[src/rtl/pdp8_trace_if.sv]
// CPU observation bus and trace pop port for pdp8_trace_mon.
// The monitor takes the slave side; the CPU/dumper side is master.
interface pdp8_trace_if;
   logic [3:0]  state;
   logic [11:0] pc;
   logic [11:0] mb;
   logic [11:0] ac;
   logic        l;
   logic        ion;
   logic [2:0]  IF;
   logic [2:0]  DF;
   logic        rd_en;
   logic [43:0] rd_data;
   logic        rd_valid;

   modport master (
      output state, pc, mb, ac, l, ion, IF, DF, rd_en,
      input  rd_data, rd_valid
   );

   modport slave (
      input  state, pc, mb, ac, l, ion, IF, DF, rd_en,
      output rd_data, rd_valid
   );
endinterface

[src/rtl/pdp8_trace_mon.sv]
// pdp8 instruction-trace monitor: one entry per fetch into a ring buffer.
// Optional PC-match trigger: define TRACE_PC_MATCH_EN.
module pdp8_trace_mon #(
   parameter int DEPTH_LOG2 = 6,
   parameter int SAMPLE_DIV = 5000,
   parameter int CYC_W      = 32
) (
   input  logic                  clk,
   input  logic                  reset,
   pdp8_trace_if.slave           bus,
   input  logic [1:0]            mode,
   input  logic                  wrap,
   input  logic [CYC_W-1:0]      max_cycles,
`ifdef TRACE_PC_MATCH_EN
   input  logic                  trig_en,
   input  logic [14:0]           trig_pc,
`endif
   output logic [DEPTH_LOG2:0]   count,
   output logic                  overflow,
   output logic                  halted,
   output logic                  done,
   output logic [CYC_W-1:0]      cycles
);

   localparam int DEPTH = 1 << DEPTH_LOG2;
   localparam logic [3:0] ST_F0   = 4'b0000;
   localparam logic [3:0] ST_HALT = 4'b1100;
   localparam logic [DEPTH_LOG2:0] FULL =
      {1'b1, {DEPTH_LOG2{1'b0}}};
   localparam logic [15:0] SAMP_LAST = 16'(SAMPLE_DIV - 1);

   logic [43:0] mem [DEPTH];

   logic                  prev_f0_q, prev_f0_d;
   logic [DEPTH_LOG2-1:0] wr_ptr_q, wr_ptr_d;
   logic [DEPTH_LOG2-1:0] rd_ptr_q, rd_ptr_d;
   logic [DEPTH_LOG2:0]   count_q, count_d;
   logic [15:0]           samp_q, samp_d;
   logic [CYC_W-1:0]      cycles_q, cycles_d;
   logic                  ovf_q, ovf_d;
   logic                  halted_q, halted_d;
   logic                  done_q, done_d;
   logic                  rd_valid_q;
   logic [43:0]           rd_data_q;

   logic        fe, active, fe_act, qual, full, pop;
   logic        cap_req, wr_en, rd_adv, ovf_set;
   logic [CYC_W-1:0] cyc_nxt;
   logic [43:0] entry;

   assign fe     = (bus.state == ST_F0) && !prev_f0_q;
   assign fe_act = fe && active && !(halted_q || done_q);
   assign qual   = samp_q == SAMP_LAST;
   assign full   = count_q == FULL;
   assign pop    = bus.rd_en && (count_q != '0);
   assign entry  = {bus.IF, bus.DF, bus.l, bus.ion,
                    bus.pc, bus.mb, bus.ac};

`ifdef TRACE_PC_MATCH_EN
   logic armed_q, armed_d, arm_hit;
   assign arm_hit = fe && ({bus.IF, bus.pc} == trig_pc);
   assign active  = !trig_en || armed_q || arm_hit;
   assign armed_d = armed_q || arm_hit;

   // Trigger arm latch, cleared by reset.
   always_ff @(posedge clk) begin
      if (reset) armed_q <= 1'b0;
      else       armed_q <= armed_d;
   end
`else
   assign active = 1'b1;
`endif

   // Capture decision, buffer bookkeeping and status next-state.
   always_comb begin
      cap_req = 1'b0;
      case (mode)
         2'b01, 2'b11: cap_req = fe_act;
         2'b10:        cap_req = fe_act && qual;
         default:      cap_req = 1'b0;
      endcase

      wr_en   = 1'b0;
      rd_adv  = pop;
      ovf_set = 1'b0;
      if (cap_req) begin
         if (pop || !full) begin
            wr_en = 1'b1;
         end else if (wrap && (mode != 2'b11)) begin
            wr_en   = 1'b1;
            rd_adv  = 1'b1;
            ovf_set = 1'b1;
         end else begin
            ovf_set = 1'b1;
         end
      end

      count_d = count_q;
      if (wr_en && !rd_adv)      count_d = count_q + 1'b1;
      else if (!wr_en && rd_adv) count_d = count_q - 1'b1;

      wr_ptr_d = wr_en  ? wr_ptr_q + 1'b1 : wr_ptr_q;
      rd_ptr_d = rd_adv ? rd_ptr_q + 1'b1 : rd_ptr_q;

      cyc_nxt  = (&cycles_q) ? cycles_q : cycles_q + 1'b1;
      cycles_d = fe_act ? cyc_nxt : cycles_q;
      done_d   = done_q;
      if (fe_act && (max_cycles != '0) && (cyc_nxt >= max_cycles))
         done_d = 1'b1;

      samp_d = samp_q;
      if (fe_act) samp_d = qual ? 16'd0 : samp_q + 16'd1;

      halted_d  = halted_q || (bus.state == ST_HALT);
      ovf_d     = ovf_q || ovf_set;
      prev_f0_d = bus.state == ST_F0;
   end

   // State registers and registered read port.
   always_ff @(posedge clk) begin
      if (reset) begin
         prev_f0_q  <= 1'b0;
         wr_ptr_q   <= '0;
         rd_ptr_q   <= '0;
         count_q    <= '0;
         samp_q     <= '0;
         cycles_q   <= '0;
         ovf_q      <= 1'b0;
         halted_q   <= 1'b0;
         done_q     <= 1'b0;
         rd_valid_q <= 1'b0;
         rd_data_q  <= '0;
      end else begin
         prev_f0_q  <= prev_f0_d;
         wr_ptr_q   <= wr_ptr_d;
         rd_ptr_q   <= rd_ptr_d;
         count_q    <= count_d;
         samp_q     <= samp_d;
         cycles_q   <= cycles_d;
         ovf_q      <= ovf_d;
         halted_q   <= halted_d;
         done_q     <= done_d;
         rd_valid_q <= pop;
         if (pop) rd_data_q <= mem[rd_ptr_q];
      end
   end

   // Trace RAM write port; contents survive reset.
   always_ff @(posedge clk) begin
      if (wr_en && !reset) mem[wr_ptr_q] <= entry;
   end

   assign bus.rd_data  = rd_data_q;
   assign bus.rd_valid = rd_valid_q;
   assign count        = count_q;
   assign overflow     = ovf_q;
   assign halted       = halted_q;
   assign done         = done_q;
   assign cycles       = cycles_q;

endmodule
[src/flat_wrapper.sv]
// flat-port wrapper written by rule: the top's interface ports become plain ports
module pdp8_trace_mon_flat 
#(
   parameter int DEPTH_LOG2 = 6,
   parameter int SAMPLE_DIV = 5000,
   parameter int CYC_W      = 32
)
  (clk, reset, mode, wrap, max_cycles, count, overflow, halted, done, cycles, bus_state, bus_pc, bus_mb, bus_ac, bus_l, bus_ion, bus_IF, bus_DF, bus_rd_en, bus_rd_data, bus_rd_valid);
  pdp8_trace_if bus_i ();
  input  logic clk;
  input  logic reset;
  input  logic [1:0] mode;
  input  logic wrap;
  input  logic [CYC_W-1:0] max_cycles;
  output logic [DEPTH_LOG2:0] count;
  output logic overflow;
  output logic halted;
  output logic done;
  output logic [CYC_W-1:0] cycles;
  input wire logic [$bits(bus_i.state)-1:0] bus_state;
  input wire logic [$bits(bus_i.pc)-1:0] bus_pc;
  input wire logic [$bits(bus_i.mb)-1:0] bus_mb;
  input wire logic [$bits(bus_i.ac)-1:0] bus_ac;
  input wire logic [$bits(bus_i.l)-1:0] bus_l;
  input wire logic [$bits(bus_i.ion)-1:0] bus_ion;
  input wire logic [$bits(bus_i.IF)-1:0] bus_IF;
  input wire logic [$bits(bus_i.DF)-1:0] bus_DF;
  input wire logic [$bits(bus_i.rd_en)-1:0] bus_rd_en;
  output wire logic [$bits(bus_i.rd_data)-1:0] bus_rd_data;
  output wire logic [$bits(bus_i.rd_valid)-1:0] bus_rd_valid;
  assign bus_i.state = bus_state;
  assign bus_i.pc = bus_pc;
  assign bus_i.mb = bus_mb;
  assign bus_i.ac = bus_ac;
  assign bus_i.l = bus_l;
  assign bus_i.ion = bus_ion;
  assign bus_i.IF = bus_IF;
  assign bus_i.DF = bus_DF;
  assign bus_i.rd_en = bus_rd_en;
  assign bus_rd_data = bus_i.rd_data;
  assign bus_rd_valid = bus_i.rd_valid;
  pdp8_trace_mon #(.DEPTH_LOG2(DEPTH_LOG2), .SAMPLE_DIV(SAMPLE_DIV), .CYC_W(CYC_W)) u_core (.clk(clk), .reset(reset), .bus(bus_i), .mode(mode), .wrap(wrap), .max_cycles(max_cycles), .count(count), .overflow(overflow), .halted(halted), .done(done), .cycles(cycles));
endmodule
[config.mk]
export PLATFORM = sky130hd
export DESIGN_NAME = pdp8_trace_mon_flat
export DESIGN_NICKNAME = d
export VERILOG_FILES = /design/src/rtl/pdp8_trace_if.sv /design/src/rtl/pdp8_trace_mon.sv /design/src/flat_wrapper.sv
export SDC_FILE = /design/constraint.sdc
export NUM_CORES = 2
export LEC_CHECK = 0
export ABC_AREA = 1
export CORE_MARGIN = 2
export CORE_UTILIZATION = 60
export DETAILED_ROUTE_END_ITERATION = 10
export GPL_ROUTABILITY_DRIVEN = 0
export PLACE_DENSITY_LB_ADDON = 0.15
export SYNTH_ARGS = -nofsm -noshare
export SYNTH_HDL_FRONTEND = slang
export SYNTH_SLANG_ARGS = --single-unit
[constraint.sdc]
create_clock -name clk -period 8.1 [get_ports clk]
set_clock_uncertainty 0.15 [all_clocks]
set_input_delay 1.62 -clock clk [delete_from_list [all_inputs] [get_ports clk]]
set_output_delay 1.62 -clock clk [all_outputs]
set_load 0.02 [all_outputs]
=== Word level (Yosys, flattened, before mapping) ===
Memories as Yosys holds them, arrays and structs flattened. A register that Yosys moved wholly into a read port is not among the register bits.
Index checks and enable logic that the tools add are counted.
W data, S select, Z words.

* Register bits after elaboration: 72
* Latch bits: 0
* Bits in writable memories: 2,816
* ROM bits: 0
* Bits of input ports: 86
* Logic and storage cells: 66
* Memories kept: 1

* $add $sub $neg: 6
* Multiply operators: 0
* Div/mod/pow operators: 0
* Order comparisons: 1
* Equality and inequality tests: 7
* Shift operators: 0
* Mux-type cells: 15
* Bitwise gates (word level): 0
* Reductions and logical operators: 26

{| class="wikitable"
|+ Memories
! name !! depth !! bits a word !! read ports !! clocked after memory_dff !! wr ports !! line !! text
|-
| u_core.mem || 64 || 44 || 1 || 1 || 1 || pdp8_trace_mon.sv:32 || <nowiki>logic [43:0] mem [DEPTH];</nowiki>
|}

{| class="wikitable"
|+ Operators with widths
! cell !! number
|-
| $add A32 B1 Y32 const B || 1
|-
| $ge A32 B32 Y1 || 1
|-
| $mux W32 || 1
|-
| $reduce_and A32 Y1 || 1
|-
| $reduce_bool A32 Y1 || 1
|-
| $add A16 B1 Y16 const B || 1
|-
| $eq A16 B13 Y1 const B || 1
|-
| $mux W16 || 1
|-
| $mux W7 || 2
|-
| $add A6 B1 Y6 const B || 2
|-
| $logic_and A1 B1 Y1 || 10
|-
| $mux W1 || 10
|-
| $add A7 B1 Y7 const B || 1
|-
| $eq A7 B7 Y1 const B || 1
|-
| $reduce_bool A7 Y1 || 1
|-
| $sub A7 B1 Y7 const B || 1
|-
| $logic_not A1 Y1 || 6
|-
| $eq A2 B2 Y1 const B || 2
|-
| $eq A4 B4 Y1 const B || 1
|-
| $logic_not A4 Y1 || 1
|-
| $logic_or A1 B1 Y1 || 4
|-
| $eq A2 B1 Y1 const B || 1
|-
| $ne A2 B2 Y1 const B || 1
|-
| $pmux W1 S2 || 1
|-
| other kinds (2) || 2
|}

=== Logic depth before layout (Yosys ltp) ===
* Depth after elaboration: 10
* Gate-level depth with buffers: 23
* Gate-level depth less buffers: 23

=== Worst setup path after synthesis ===
OpenSTA, ideal clock, no wires.

* Path type: input port to flip-flop
* From: input bus_state[3]
* To: memory u_core.mem[56][0], enable pin
* Library setup time: 0.500 ns
* Arrival time: 5.646 ns
* Slack: 1.804 ns
* Cell stages on the path: 9
* Path buffers: 0
* Path through: nor2_1 > nand3_1 > nor2_2 > nand4_1 > nand2_2 > nand2_4 > nor2_8 > nand2_1 > nor3_1

* Cells in the longest elaborated chain, start to end: 9

{| class="wikitable"
|+ RTL lines
! element !! line !! text
|-
| start: declaration || flat_wrapper.sv:20 || <nowiki>input wire logic [$bits(bus_i.state)-1:0] bus_state;</nowiki>
|-
| $logic_not A4 Y1 (*) || pdp8_trace_mon.sv:51 || <nowiki>assign fe = (bus.state == ST_F0) && !prev_f0_q;</nowiki>
|-
| $logic_and A1 B1 Y1 (*) || pdp8_trace_mon.sv:51 ||
|-
| $logic_and A1 B1 Y1 (*) || pdp8_trace_mon.sv:52 || <nowiki>assign fe_act = fe && active && !(halted_q || done_q);</nowiki>
|-
| $logic_and A1 B1 Y1 || pdp8_trace_mon.sv:79 || <nowiki>2'b10: cap_req = fe_act && qual;</nowiki>
|-
| $pmux W1 S2 (*) || pdp8_trace_mon.sv:77 || <nowiki>case (mode)</nowiki>
|-
| $mux W1 (*) || pdp8_trace_mon.sv:86 || <nowiki>if (cap_req) begin</nowiki>
|-
| $logic_and A1 B1 Y1 (*) || pdp8_trace_mon.sv:150 || <nowiki>if (wr_en && !reset) mem[wr_ptr_q] <= entry;</nowiki>
|-
| $mux W1 (*) || pdp8_trace_mon.sv:150 ||
|-
| $mux W1 (not written as such) (*) || pdp8_trace_mon.sv:150 ||
|-
| end: declaration || pdp8_trace_mon.sv:32 ||
|}

Every way passes the cells marked *; elsewhere a longest branch is shown, timed or not.

=== Worst setup path after layout ===
* From: input bus_state[3]
* To: memory u_core.mem[15][41], enable pin

The elaborated chain is that of the path after synthesis.

==> flow_metrics.py <==
metrics = {
    "status": {
        "outcome": "complete, no violations",
    },
    "logic_synthesis": {
        "yosysMostFrequentCell": "nand2_1",
        "ys_top_cells_by_count": "3701 x nand2_1, 2816 x edfxtp_1, 2247 x nand3_1",
        "ys_seq_area_frac": 0.725,
        "async_reset_ff_frac": 0,
        "ys_types": 36,
        "netlist.area_leader.share": 0.706,
        "synth_edf_count": 2816,
        "synth_area_per_cell_um2": 11.5,
        "synthTopCellsByArea": "edfxtp_1 71%, nand2_1 12%, nand3_1 9.4%",
        "syn_area_um2": 120000,
        "netlist_instances": 10400,
        "synth_ff_type": "edfxtp_1",
        "ys_warn_count": 0,
        "syn_nets": 10500,
        "synth.ff_latch_count": 2932,
        "yosysTopAreaCell": "edfxtp_1",
    },
    "sta": {
        "fin_crit_ps": 5140,
        "drv_slew": 0,
        "rsz0062_at_grt": "no",
        "worst_pin_slew_ps": 1400,
        "setup_violations": 0,
        "maxSlewHeadroom": 0.0655,
        "hold_viol_final": 0,
        "fin_crit_sh": 0.634,
        "fmax_mhz": 195,
        "final.setup.tns_ps": 0,
    },
    "clock_tree": {
        "ctsResizeCount": 0,
        "clkLatencyLatePin_ps": 960,
        "cts.sinks": 2932,
        "hold_buffers": 0,
        "path_clk_slew_ps": 60,
        "cts_tree": "done",
        "h-tree-depth": 5,
        "cts_setup_buffers": 0,
        "clockBufferDepth": 4,
        "cts-root-buf": "clkbuf_16",
        "cts_buffers": 305,
    },
    "power": {
        "seqPwrFrac": 0.438,
        "clockPowerShare": 0.345,
        "p_int_w": 0.0266,
        "vdd_drop_max_uv": 250,
        "power_density_nw_per_um2": 291,
        "p_sw_w": 0.0120,
        "power_w": 0.0386,
        "combPwrFrac": 0.217,
        "leakagePower_nw": 48.0,
        "switching_share": 0.311,
    },
    "job": {
        "maxCapViolCount": 0,
    },
    "floorplan": {
        "core_um2": 199000,
        "rows": 164,
        "die_y_um": 451,
        "fp.dieW_um": 451,
        "start_util": 0.602,
        "die-area_um2": 203000,
        "io_pins": 173,
    },
    "critical_path": {
        "cp_slowest_cell": "nor2_4",
        "cp-end-kind": "flip-flop",
        "crit_family": "simple AND/OR/NAND/NOR gates",
        "max_stage_delay_ps": 990,
        "cp_cell_sequence": "clkdlybuf4s50_1 > nor2_1 > nand3_1 > nor2_2 > buf_4 > nand4_1 > nand2_2 > nand2_4 > inv_2 > nand2_1 > nor2_4 > buf_4",
        "r2r-start": "u_core.rd_ptr_q[1]",
        "cp_common_cell": "buf_4",
        "crit_path_max_fanout": 34,
        "path_buf_inv": 4,
        "crit_arrival_ps": 5590,
        "worstPathRequired_ps": 8550,
        "crit_cells": 12,
        "path_class": "input port to flip-flop",
        "critPathLaunch": "bus_state[3]",
        "worstSetupStartpointType": "input port",
        "r2r_cells": 11,
    },
    "finish": {
        "multi_input_area_um2": 29400,
        "syn2layout_area_growth_pct": 10.8,
        "final.fill_count": 14500,
        "drive_above_1_share": 0.0643,
        "fin_nets": 10500,
        "seqCellArea_um2": 86900,
    },
    "routing": {
        "ant_nets": 0,
        "drt_iter0_drc": 12900,
        "drc": 0,
        "first_pass_iters": 6,
        "finalWirelength_mm": 359,
        "vias": 82600,
        "avgRoutedWirePerCell_um": 27.0,
        "viasPerCell": 6.22,
    },
    "global_routing": {
        "grt_overflow_total": 0,
        "grt_max_degree": 233,
        "grtUsageTotal": 0.349,
        "grt_pass1_wl_mm": 520,
        "grt_pass1_vias": 77600,
        "antenna_found_initial": 13,
    },
    "min_path": {
        "min_from": "u_core.samp_q[15]",
        "worstHoldPathCells": 2,
        "hold_class": "flip-flop to flip-flop",
    },
    "place": {
        "portBuffers": 172,
        "place_hpwl_mm": 200,
    },
}
==> power groups by stage <==
stage                     Clock [W]  Combinational, W  Sequential, W
after floorplan                   0           0.00527         0.0172
after global placement            0           0.00807         0.0172
after detailed placement          0           0.00816         0.0172
after CTS                    0.0134           0.00821         0.0169
after global routing         0.0140           0.00901         0.0169
final                        0.0133           0.00837         0.0169
==> worst paths after layout <==
kind / end / slack, ps
setup / recovery: u_core.mem[15][41] / 2960
hold reg to reg: u_core.samp_q[15] / 340
setup reg to reg: u_core.bus.rd_data[7] / 3630
hold / removal: u_core.samp_q[15] / 340
==> worst min-delay path, stage by stage, from the launching register on <==
cell and delay (ps):
dfxtp_1 320, nand2_1 60, a21oi_1 50
==> layer usage <==
layer / vias up / track usage / wire length, um
met5: - / 0 / 0
met3: 815 / 0.0677 / 42100
met1: 40000 / 0.485 / 134000
met4: 0 / 0.183 / 20500
li1: 36300 / - / -
met2: 5529 / 0.527 / 162000
==> layout make-up <==
| cell class | count | area share |
|---|---|---|
| multi-input cells | 6646 | 0.221 |
| well taps | 2656 | 0.0250 |
| flip-flops and latches | 2932 | 0.655 |
| inverters | 205 | 0.00610 |
| diodes | 9 | 0.000170 |
| clock inverters | 121 | 0.00728 |
| clock buffers | 399 | 0.0627 |
| repair buffers | 323 | 0.0224 |
==> flip-flops by register name (all words and copies together), names as in the netlist <==
| name | count |
|---|---|
| u_core.cycles | 32 |
| u_core.count | 7 |
| u_core.bus.rd_valid | 1 |
| u_core.samp_q | 16 |
| u_core.halted | 1 |
| u_core.prev_f0_q | 1 |
| u_core.done | 1 |
| u_core.mem | 2816 |
| u_core.overflow | 1 |
| u_core.bus.rd_data | 44 |
| u_core.wr_ptr_q | 6 |
| u_core.rd_ptr_q | 6 |
==> cell usage in the layout, fill, tap and decap left out, types with 36 or more instances in the layout <==
cell type / count
nand2_1: 3701
edfxtp_1: 2816
nand3_1: 2247
clkbuf_16: 315
a21oi_1: 222
nor2_1: 197
inv_1: 195
buf_4: 170
clkdlybuf4s50_1: 127
dfxtp_1: 110
clkbuf_1: 72
nor2_4: 56
clkinv_1: 55
ha_1: 42
clkinv_2: 42
xor2_1: 36
==> cell families (layout without fill, tap and decap cells) <==
logic type                 Yosys count  after routing  synth area share
and+or+nand+nor                   6281           6281             0.222
DFF                               2932           2932             0.725
buffers and inverters              838           1048            0.0332
AOI/OAI and AO/OA                  281            281            0.0119
adders and majority gates           43             43           0.00455
xor gates and xnor gates            41             41           0.00300
other                                0              9                 0
==> through the flow <==
step                      hold slack (ps)  instances  cell area [um2]   util  setup WS, ps
after floorplan                       308      10400           120000      -          1800
after global placement                317      12800           123000  0.620          2080
after detailed placement              324      12800           123000  0.620          2110
after CTS                             334      13300           133000  0.667          3070
after global routing                  355      13300           133000  0.667          2890
final                                 337      13300           133000  0.667          2960
(Power assumes the default switching activity.)
